===== config.mk =====
export PLATFORM = sky130hd
export DESIGN_NAME = sync_fifo
export DESIGN_NICKNAME = d
export VERILOG_FILES = /design/src/rtl/sync_fifo.sv
export SDC_FILE = /design/constraint.sdc
export NUM_CORES = 1
export LEC_CHECK = 0
export ABC_AREA = 0
export CAP_MARGIN = 20
export CORE_ASPECT_RATIO = 0.7
export CORE_MARGIN = 4
export CORE_UTILIZATION = 40
export CTS_CLUSTER_SIZE = 25
export DETAILED_ROUTE_END_ITERATION = 10
export PLACE_DENSITY = 0.55
export SKIP_CTS_REPAIR_TIMING = 1
export SYNTH_ARGS = -nofsm -noshare
export SYNTH_HDL_FRONTEND = slang
export SYNTH_SLANG_ARGS = --single-unit

===== constraint.sdc =====
create_clock -name clk -period 4.59 [get_ports clk]
set_input_delay 0.918 -clock clk [delete_from_list [all_inputs] [get_ports clk]]
set_output_delay 0.918 -clock clk [all_outputs]
set_load 0.02 [all_outputs]

===== src/rtl/sync_fifo.sv =====
// -----------------------------------------------------------------------------
// sync_fifo
//   Single-clock synchronous FIFO holding DEPTH words of DATA_WIDTH bits.
//   Writes and reads are qualified internally by the full/empty flags. A
//   write while full is dropped, and a read while empty is ignored.
//
//   Ports
//     clk       in   1           single clock; all state updates on rising edge
//     rst       in   1           synchronous, active-low reset
//     data_in   in   DATA_WIDTH  write data, captured on an accepted write
//     w_en      in   1           write request
//     r_en      in   1           read request
//     data_out  out  DATA_WIDTH  registered read data; holds between reads
//     full      out  1           DEPTH words stored
//     empty     out  1           no words stored
//
//   DEPTH must be a power of two >= 2. Each pointer carries one extra wrap
//   bit above the address bits. This lets full and empty be told apart when
//   the address bits are equal.
// -----------------------------------------------------------------------------
module sync_fifo #(
  parameter int DATA_WIDTH = 8,
  parameter int DEPTH      = 8
) (
  input  logic                  clk,
  input  logic                  rst,
  input  logic [DATA_WIDTH-1:0] data_in,
  input  logic                  w_en,
  input  logic                  r_en,
  output logic [DATA_WIDTH-1:0] data_out,
  output logic                  full,
  output logic                  empty
);

  localparam int PTR_W = $clog2(DEPTH);
  localparam logic [PTR_W:0] PTR_ONE = {{PTR_W{1'b0}}, 1'b1};

  logic [DATA_WIDTH-1:0] r_mem [DEPTH];
  logic [PTR_W:0]        r_wr_ptr;
  logic [PTR_W:0]        r_rd_ptr;
  logic [DATA_WIDTH-1:0] r_data_out;

  logic [PTR_W-1:0]      w_wr_addr;
  logic [PTR_W-1:0]      w_rd_addr;
  logic                  w_full;
  logic                  w_empty;
  logic                  w_wr_acc;
  logic                  w_rd_acc;

  assign w_wr_addr = r_wr_ptr[PTR_W-1:0];
  assign w_rd_addr = r_rd_ptr[PTR_W-1:0];

  // Flags decode only the registered pointers. This keeps them free of any
  // dependence on the same-cycle strobes.
  assign w_empty = (r_wr_ptr == r_rd_ptr);
  assign w_full  = (w_wr_addr == w_rd_addr) && (r_wr_ptr[PTR_W] != r_rd_ptr[PTR_W]);

  // When full and both strobes are high, only the read is accepted. The write
  // sees the pre-edge full flag and is dropped, and the same holds for empty.
  assign w_wr_acc = w_en && !w_full;
  assign w_rd_acc = r_en && !w_empty;

  // Storage is not cleared on reset. A write during reset is blocked so that
  // reset wins over any strobe in the same cycle.
  always_ff @(posedge clk) begin
    if (rst && w_wr_acc) begin
      r_mem[w_wr_addr] <= data_in;
    end
  end

  always_ff @(posedge clk) begin
    if (!rst) begin
      r_wr_ptr   <= '0;
      r_rd_ptr   <= '0;
      r_data_out <= '0;
    end else begin
      if (w_wr_acc) begin
        r_wr_ptr <= r_wr_ptr + PTR_ONE;
      end
      if (w_rd_acc) begin
        r_data_out <= r_mem[w_rd_addr];
        r_rd_ptr   <= r_rd_ptr + PTR_ONE;
      end
    end
  end

  assign data_out = r_data_out;
  assign full     = w_full;
  assign empty    = w_empty;

endmodule


# Word-level counts from Yosys, hierarchy flattened
# Memories as Yosys holds them, arrays and structs flattened. A register that Yosys moved wholly into a read port is not among the register bits.
# Index checks and enable logic that the tools add are counted.
[word_totals]
register_bits = 8
ramBits = 64
out_inout_bits = 10
word_cells = 17
mem_count = 1
[op_classes]
n_addsub = 2
n_eq_ne = 3
n_mux = 2
n_reduce_logical = 7
[mem_list]
columns = ["name", "words", "width", "read_ports", "rd_ports_with_merged_regs", "write_ports", "line", "text"]
rows = [
  ["r_mem", 8, 8, 1, 1, 1, "38", "logic [DATA_WIDTH-1:0] r_mem [DEPTH];"],
]
[op_table]
columns = ["cell", "n"]
rows = [
  ["$add 4x1->4 const B", 2],
  ["$eq 4x4->1", 1],
  ["$logic_and 1x1->1", 4],
  ["$eq 3x3->1", 1],
  ["$logic_not 1->1", 3],
  ["$mux 1", 2],
  ["$ne 1x1->1", 1],
]

# Depth between registers and ports, before layout
# Gate-level depths: netlist of the first run.
[depth]
depth_word = 7
ltp_mapped = 6
mapped_depth_nobuf = 4

# Least setup slack after synthesis of the first run
# Ideal clock, no wire load.
[synth_path]
path_type = "input to register"
startpoint = "input w_en"
endpoint = "memory r_mem[4][0] (enable)"
setup_time_ps = 383
arrival_ps = 2017
required_time_ps = 4207
setup_slack_ps = 2189
path_stages = 4
n_path_buf = 0
path_cell_list = "inv_1 > a41oi_2 > nand3_1 > nor3_1"
[synth_between]
elab_chain_cells = 4
[synth_rtl]
columns = ["item", "line", "text"]
rows = [
  ["start: declaration", "28", "input logic w_en,"],
  ["$logic_and 1x1->1", "60", "assign w_wr_acc = w_en && !w_full;"],
  ["$logic_and 1x1->1", "66", "if (rst && w_wr_acc) begin"],
  ["$mux 1", "66", ""],
  ["$mux 1 (not written as such)", "67", "r_mem[w_wr_addr] <= data_in;"],
  ["end: declaration", "38", ""],
]
# No other way between the ends.

# Worst setup path after layout of the first run
[layout_path]
startpoint = "register r_rd_ptr[1]"
endpoint = "output full"
[layout_between]
elab_chain_cells = 2
[layout_rtl]
columns = ["item", "line", "text"]
rows = [
  ["start: declaration", "40", "logic [PTR_W:0] r_rd_ptr;"],
  ["start signal: assignment", "82", "r_rd_ptr <= r_rd_ptr + PTR_ONE;"],
  ["$eq 3x3->1", "56", "assign w_full = (w_wr_addr == w_rd_addr) && (r_wr_ptr[PTR_W] != r_rd_ptr[PTR_W]);"],
  ["$logic_and 1x1->1", "56", ""],
  ["end: declaration", "31", "output logic full,"],
]
# No other way between the ends.

==> summary.txt, run 1 <==
Final Critical Period - 3.249 ns
PwrDens - 486.9 nW/um^2
Rows - 27
Max-cap violations - 0
CTS tree - built
Post-Syn Nets - 199
Max-slew headroom - 36.54%
Post-Syn Area - 3214 sq um
Top Ports - 22
Worst Path Max Fanout - 12
Pre-antenna DRT Iters - 4
Root Buffer - clkbuf_16
Setup crit end kind - output port
Hpwl dp - 4304 microns
Wire length of the first global-routing pass - 10,230 microns
Flop pwr share - 44.8%
Most common cell after layout, fill and taps aside - edfxtp_1
Core Util, Final - 48.85%
WP data required - 3.67 ns
Largest stage delay, worst path - 0.82 ns
DRT iter0 DRCs - 139
Core region area - 7838 sq um
Slew @ Worst Pin - 0.9519 ns
Clock network fraction of total power - 41.4%
GR Overflow Total - 0
Max IR drop VDD - 0.0001812 V
Slowest CP cell - dfxtp_1
Maximum clock rate - 0.3078 GHz
DR vias - 1,642
Critical path class - reg -> out
Die Wd - 115.1 microns
CTS H-tree lvls - 3
Area Growth Syn to Fin - 19.11%
Die extent in y - 83 microns
Commonest cells after routing, fill and taps aside - edfxtp_1, clkdlybuf4s50_1, mux4_2, dfxtp_1, mux2i_1
Initial antenna violation count - 0
Leakage power figure - 1.261 nW
RSZ-0062 raised after global routing - no
WL/cell - 20.39 microns
Post-synthesis sequential area ratio - 69.75%
Post-synthesis compound-gate area fraction - 3.815%
Int Power - 0.001420 W
CTS clock-pin slew for the worst setup and hold paths - 0.06 ns
Total power - 0.001864 W
Routed wire length - 6443 microns
# setup viols final - 0
Largest family of logic cells by synthesized area - multiplexers
DR vias/cell - 5.196
Clock sink total - 80
Post-synthesis simple-gate area fraction - 5.333%
Final hold violation count - 0
Clock Skew - 0.008155 ns
Vias in the first global route - 1,700
# diodes - 0
Initial core utilization - 41.01%
Total track usage - 14.72%
Cells after synthesis - 185
Class of the worst hold path - reg -> reg
Tcrit/Tclk final - 70.79%
Drt drc - 0
Synth top area share - 59.79%
Die ar. - 9557 sq um
Layout Nets - 224
Max Slew Vio Count - 0
Post-Synth XOR/XNOR Area - 2.647%
Post-synthesis adder-cell area fraction - 0.7785%
Worst-Skew Late Latency - 0.33 ns
Outcome - completed
Sequential Area - 2242 sq um
Syn. warnings - 0
Multi-input logic area - 884.6 sq um
# fillers - 649
GPL Wtd Cong - 0.8090
Total net switching power - 0.0004443 W
Comb power frac - 13.9%
Switch share - 23.83%
Synth unique cells - 25
Arr. time, crit path - 2.33 ns
CTS Buf Count - 9
Post-DRT Antenna Nets - 0
Share of layout cells above drive strength 1 - 19.07%
CTS Buffer Depth - 2
CP Cell Sequence - xnor2_2 -> nand2_1 -> nor3_1 -> clkdlybuf4s50_1
Mux cell area share after synthesis - 14.95%
Post-synth top area cell - edfxtp_1
IO Port Bufs - 21
Setup TNS - 0 ns
Top cells by area in the synthesized netlist - edfxtp_1, mux4_2, dfxtp_1, mux2i_1, o21ai_0
Avg Cell Area, Syn - 17.37 sq um
#FFs+latches synth - 80
CP Launch Type - flop
Largest net degree at the start of global routing - 25
[logic make-up (layout without fill, tap and decap cells)]
group,count (synthesis),in the layout
muxes,28,28
and+or+nand+nor,34,34
DFF,80,80
xor gates and xnor gates,8,8
buffers and inverters,13,43
AOI/OAI and AO/OA,20,20
adders and majority gates,2,2
[registers in the layout, summed over array words and instances (netlist names)]
name / cells
r_wr_ptr: 4
data_out: 8
r_rd_ptr: 4
r_mem: 64
[cells in the mapped netlist]
library cell	number
buf_4	1
a21oi_1	8
nand2b_1	6
nand4_2	1
mux4_2	16
xnor2_2	2
and2_1	2
buf_2	4
nand2_1	10
dfxtp_1	16
nand3_1	3
o21ai_0	10
nor2_1	6
nand4_1	1
buf_6	4
ha_1	2
xnor2_1	2
mux2i_1	12
xor2_1	4
a41oi_2	2
nor3_1	4
clkbuf_1	2
inv_1	2
nand3b_1	1
edfxtp_1	64
[metrics by stage]
step	hold WS [ns]	setup WS, ns	instance area, sq um	instances
after CTS	0.5277	1.285	3829	316
after global routing	0.5770	1.168	3829	316
final	0.5249	1.341	3829	316
after detailed placement	0.5192	1.393	3501	300
after floorplan	0.4817	2.189	3214	185
after global placement	0.5123	1.466	3501	300
[power by group through the flow]
stage	Sequential [W]	Clock (W)	Combinational [W]
floorplan	0.000861	0	0.000174
global placement	0.000850	0	0.000260
detailed placement	0.000851	0	0.000263
CTS	0.000836	0.000781	0.000263
global route	0.000840	0.000817	0.000283
finish	0.000835	0.000771	0.000258
[critical path, delay by kind of cell (launching register included)]
family,cells,cell delay (ns)
xor gates and xnor gates,1,0.23
buffers and inverters,1,0.63
and+or+nand+nor,2,0.32
DFF,1,0.82
[worst paths after layout]
check / start / endpoint / slack [ns] / cells after the start
hold reg to reg: r_rd_ptr[3]$_SDFFE_PN0P_ / r_rd_ptr[3]$_SDFFE_PN0P_ / 0.52 / 2
setup reg to reg: r_rd_ptr[1]$_SDFFE_PN0P_ / r_mem[3][1]$_DFFE_PP_ / 1.92 / 4
setup / recovery: r_rd_ptr[1]$_SDFFE_PN0P_ / full / 1.34 / 4
hold / removal: r_rd_ptr[3]$_SDFFE_PN0P_ / r_rd_ptr[3]$_SDFFE_PN0P_ / 0.52 / 2
[cell type report]
class	count	share of cell area (%)
well taps	101	3.301
flip-flops and latches	80	58.56
clock buffers	9	5.882
inverters	2	0.1961
repair buffers	25	6.275
clock inverters	7	2.680
multi-input cells	92	23.10
[layer usage]
layer | track usage [%] | routed length, microns
met5 | 0 | 0
met4 | 3.731 | 46
met3 | 4.953 | 542
met2 | 19.70 | 2853
met1 | 22.87 | 3001
(Power assumes the default switching activity.)
==> run 2: changes to the inputs <==
==> constraint.sdc (replaced) <==
create_clock -name clk -period 3 [get_ports clk]
set_input_delay 0.6 -clock clk [delete_from_list [all_inputs] [get_ports clk]]
set_output_delay 0.6 -clock clk [all_outputs]
set_load 0.02 [all_outputs]
==> summary.txt, run 2 (same netlist as run 1, synthesis figures left out) <==
CTS H-tree lvls - 3 (unchanged)
R2r startpoint - r_wr_ptr[0]$_SDFFE_PN0P_
Largest net degree at the start of global routing - 23 (-8.0%)
WP data required - 2.40 ns (-1.27 ns)
Slowest CP cell - clkdlybuf4s50_1
Worst-Skew Late Latency - 0.33 ns (about the same)
Outcome - completed
Leakage power figure - 1.308 nW (+3.8%)
Drt drc - 0 (unchanged)
Hpwl dp - 4154 microns (-3.5%)
CTS clock-pin slew for the worst setup and hold paths - 0.06 ns (about the same)
Arr. time, crit path - 2.01 ns (-0.32 ns)
Total track usage - 14.23% (-0.49 points)
Die ar. - 9557 sq um (unchanged)
IO Port Bufs - 21 (unchanged)
Design Area, Final - 3882 sq um (+1.4%)
Hold depth - 2 (unchanged)
CP top delay family - buffers and inverters
Inst Count DP - 311 (+3.7%)
Max-cap violations - 0 (unchanged)
Max IR drop VDD - 0.0002658 V (+47%)
Setup TNS - 0 ns (unchanged)
Share of layout cells above drive strength 1 - 22.57% (+3.5 points)
Top Ports - 22 (unchanged)
RSZ-0062 raised after global routing - no
Setup crit end kind - output port
Wire length of the first global-routing pass - 9873 microns (-3.5%)
Die Wd - 115.1 microns (unchanged)
DR vias - 1,688 (+2.8%)
CTS Buf Count - 9 (unchanged)
Initial antenna violation count - 0 (unchanged)
Vias in the first global route - 1,776 (+4.5%)
Max-slew headroom - 72.09% (+36 points)
Initial core utilization - 41.01% (unchanged)
Dpl cell area - 3583 sq um (+2.4%)
Pre-antenna DRT Iters - 6 (+2)
Critical path class - reg -> out
Clock sink total - 80 (unchanged)
GR Overflow Total - 0 (unchanged)
CP Launch Type - flop
Tcrit/Tclk final - 87.01%
R2R Path End - r_mem[0][1]$_DFFE_PP_
Maximum clock rate - 0.3831 GHz
Rows - 27 (unchanged)
Slew @ Worst Pin - 0.4181 ns (-0.5337 ns)
PwrDens - 712.4 nW/um^2 (+46%)
WL/cell - 19.05 microns (-6.6%)
DR vias/cell - 5.162 (-0.66%)
GPL Wtd Cong - 0.7091 (-12%)
Worst Reg-to-Reg Cells - 5 (+1)
Routed wire length - 6230 microns (-3.3%)
Final Critical Period - 2.610 ns
DRT iter0 DRCs - 120 (-14%)
Commonest cells after routing, fill and taps aside - edfxtp_1, clkdlybuf4s50_1, mux4_2, dfxtp_1, buf_4
Reg2Reg Setup Slack - 0.96 ns (-0.96 ns)
Root Buffer - clkbuf_16
Die extent in y - 83 microns (unchanged)
Clock Skew - 0.005763 ns (-0.002393 ns)
CP Cell Sequence - xnor2_2 -> nand2_1 -> nor3_1 -> clkdlybuf4s50_1
Biggest register - r_mem
Max Slew Vio Count - 0 (unchanged)
# setup viols final - 0 (unchanged)
Crit path buf inv count - 1 (unchanged)
# diodes - 0 (unchanged)
Worst Path Max Fanout - 9 (-3)
Worst Hold Launch - r_wr_ptr[3]$_SDFFE_PN0P_
Largest stage delay, worst path - 0.63 ns (-0.19 ns)
CTS Buffer Depth - 2 (unchanged)
Min-Delay Endpoint - r_wr_ptr[3]$_SDFFE_PN0P_
Core region area - 7838 sq um (unchanged)
Post-DRT Antenna Nets - 0 (unchanged)
Layout Nets - 235 (+4.9%)
Area Growth Syn to Fin - 20.79%
Class of the worst hold path - reg -> reg
Most common cell after layout, fill and taps aside - edfxtp_1
CTS tree - built
Final std cells w/o fill - 327 (+3.5%)
Max reg flops - 64 (unchanged)
Final hold violation count - 0 (unchanged)
-- run 2: cell count changes in the layout (fill, tap and decap cells not counted) --
cell,before,now
clkbuf_8,0,1
clkinv_2,0,2
clkinv_4,2,1
buf_4,4,15
clkbuf_1,0,1
bufinv_16,2,1
inv_6,2,0
-- run 2: worst register-to-register path, stage by stage (launching register included) --
cell      delay, ns
dfxtp_1        0.57
xnor2_2        0.15
a41oi_2        0.39
nand3b_1       0.20
nor3_1         0.21
buf_4          0.22
-- run 2: worst max path at each step --
stage	startpoint	end	slack (ns)	depth (start not counted)
floorplan	w_en	r_mem[4][0]$_DFFE_PP_	0.92	4
global placement	w_en	r_mem[3][6]$_DFFE_PP_	0.68	6
detailed placement	w_en	r_mem[3][5]$_DFFE_PP_	0.64	6
CTS	r_wr_ptr[1]$_SDFFE_PN0P_	empty	0.38	4
global route	r_wr_ptr[1]$_SDFFE_PN0P_	empty	0.26	4
finish	r_wr_ptr[1]$_SDFFE_PN0P_	empty	0.39	4
-- run 2: layout make-up --
cell class / count / area, sq um
Fill cell: 661 / 3955
Sequential cell: 80 / 2242
Multi-Input combinational cell: 92 / 884.6
Timing Repair Buffer: 36 / 322.8
Clock buffer: 11 / 242.7
Tap cell: 101 / 126.4
Clock inverter: 5 / 56.30
Inverter: 2 / 7.507
-- run 2: stage by stage --
step	setup WS [ns]	util, %	hold slack [ns]	total power (W)
floorplan	0.9172	-	0.4817	0.001583
global placement	0.6784	45.72	0.4947	0.001705
detailed placement	0.6394	45.72	0.5270	0.001719
CTS	0.3843	49.54	0.5352	0.002802
global route	0.2585	49.54	0.5558	0.002878
finish	0.3898	49.54	0.5267	0.002766
-- run 2: where the power goes --
part	switching, W	internal (W)	total [W]	leakage [nW]
combinational	0.000218	0.000206	0.000424	0.454
sequential	0.0000254	0.00124	0.00127	0.709
clock	0.000408	0.000665	0.00107	0.145
total	0.000652	0.00211	0.00277	1.31
-- run 2: routing by layer --
metal  share of wire, %  wire length, microns  GRT usage (%)
met5                  0                     0              0
met4                1.3                    81          5.757
met3                2.8                   175          4.006
met2                 49                  3051          22.01
met1                 47                  2922          18.92
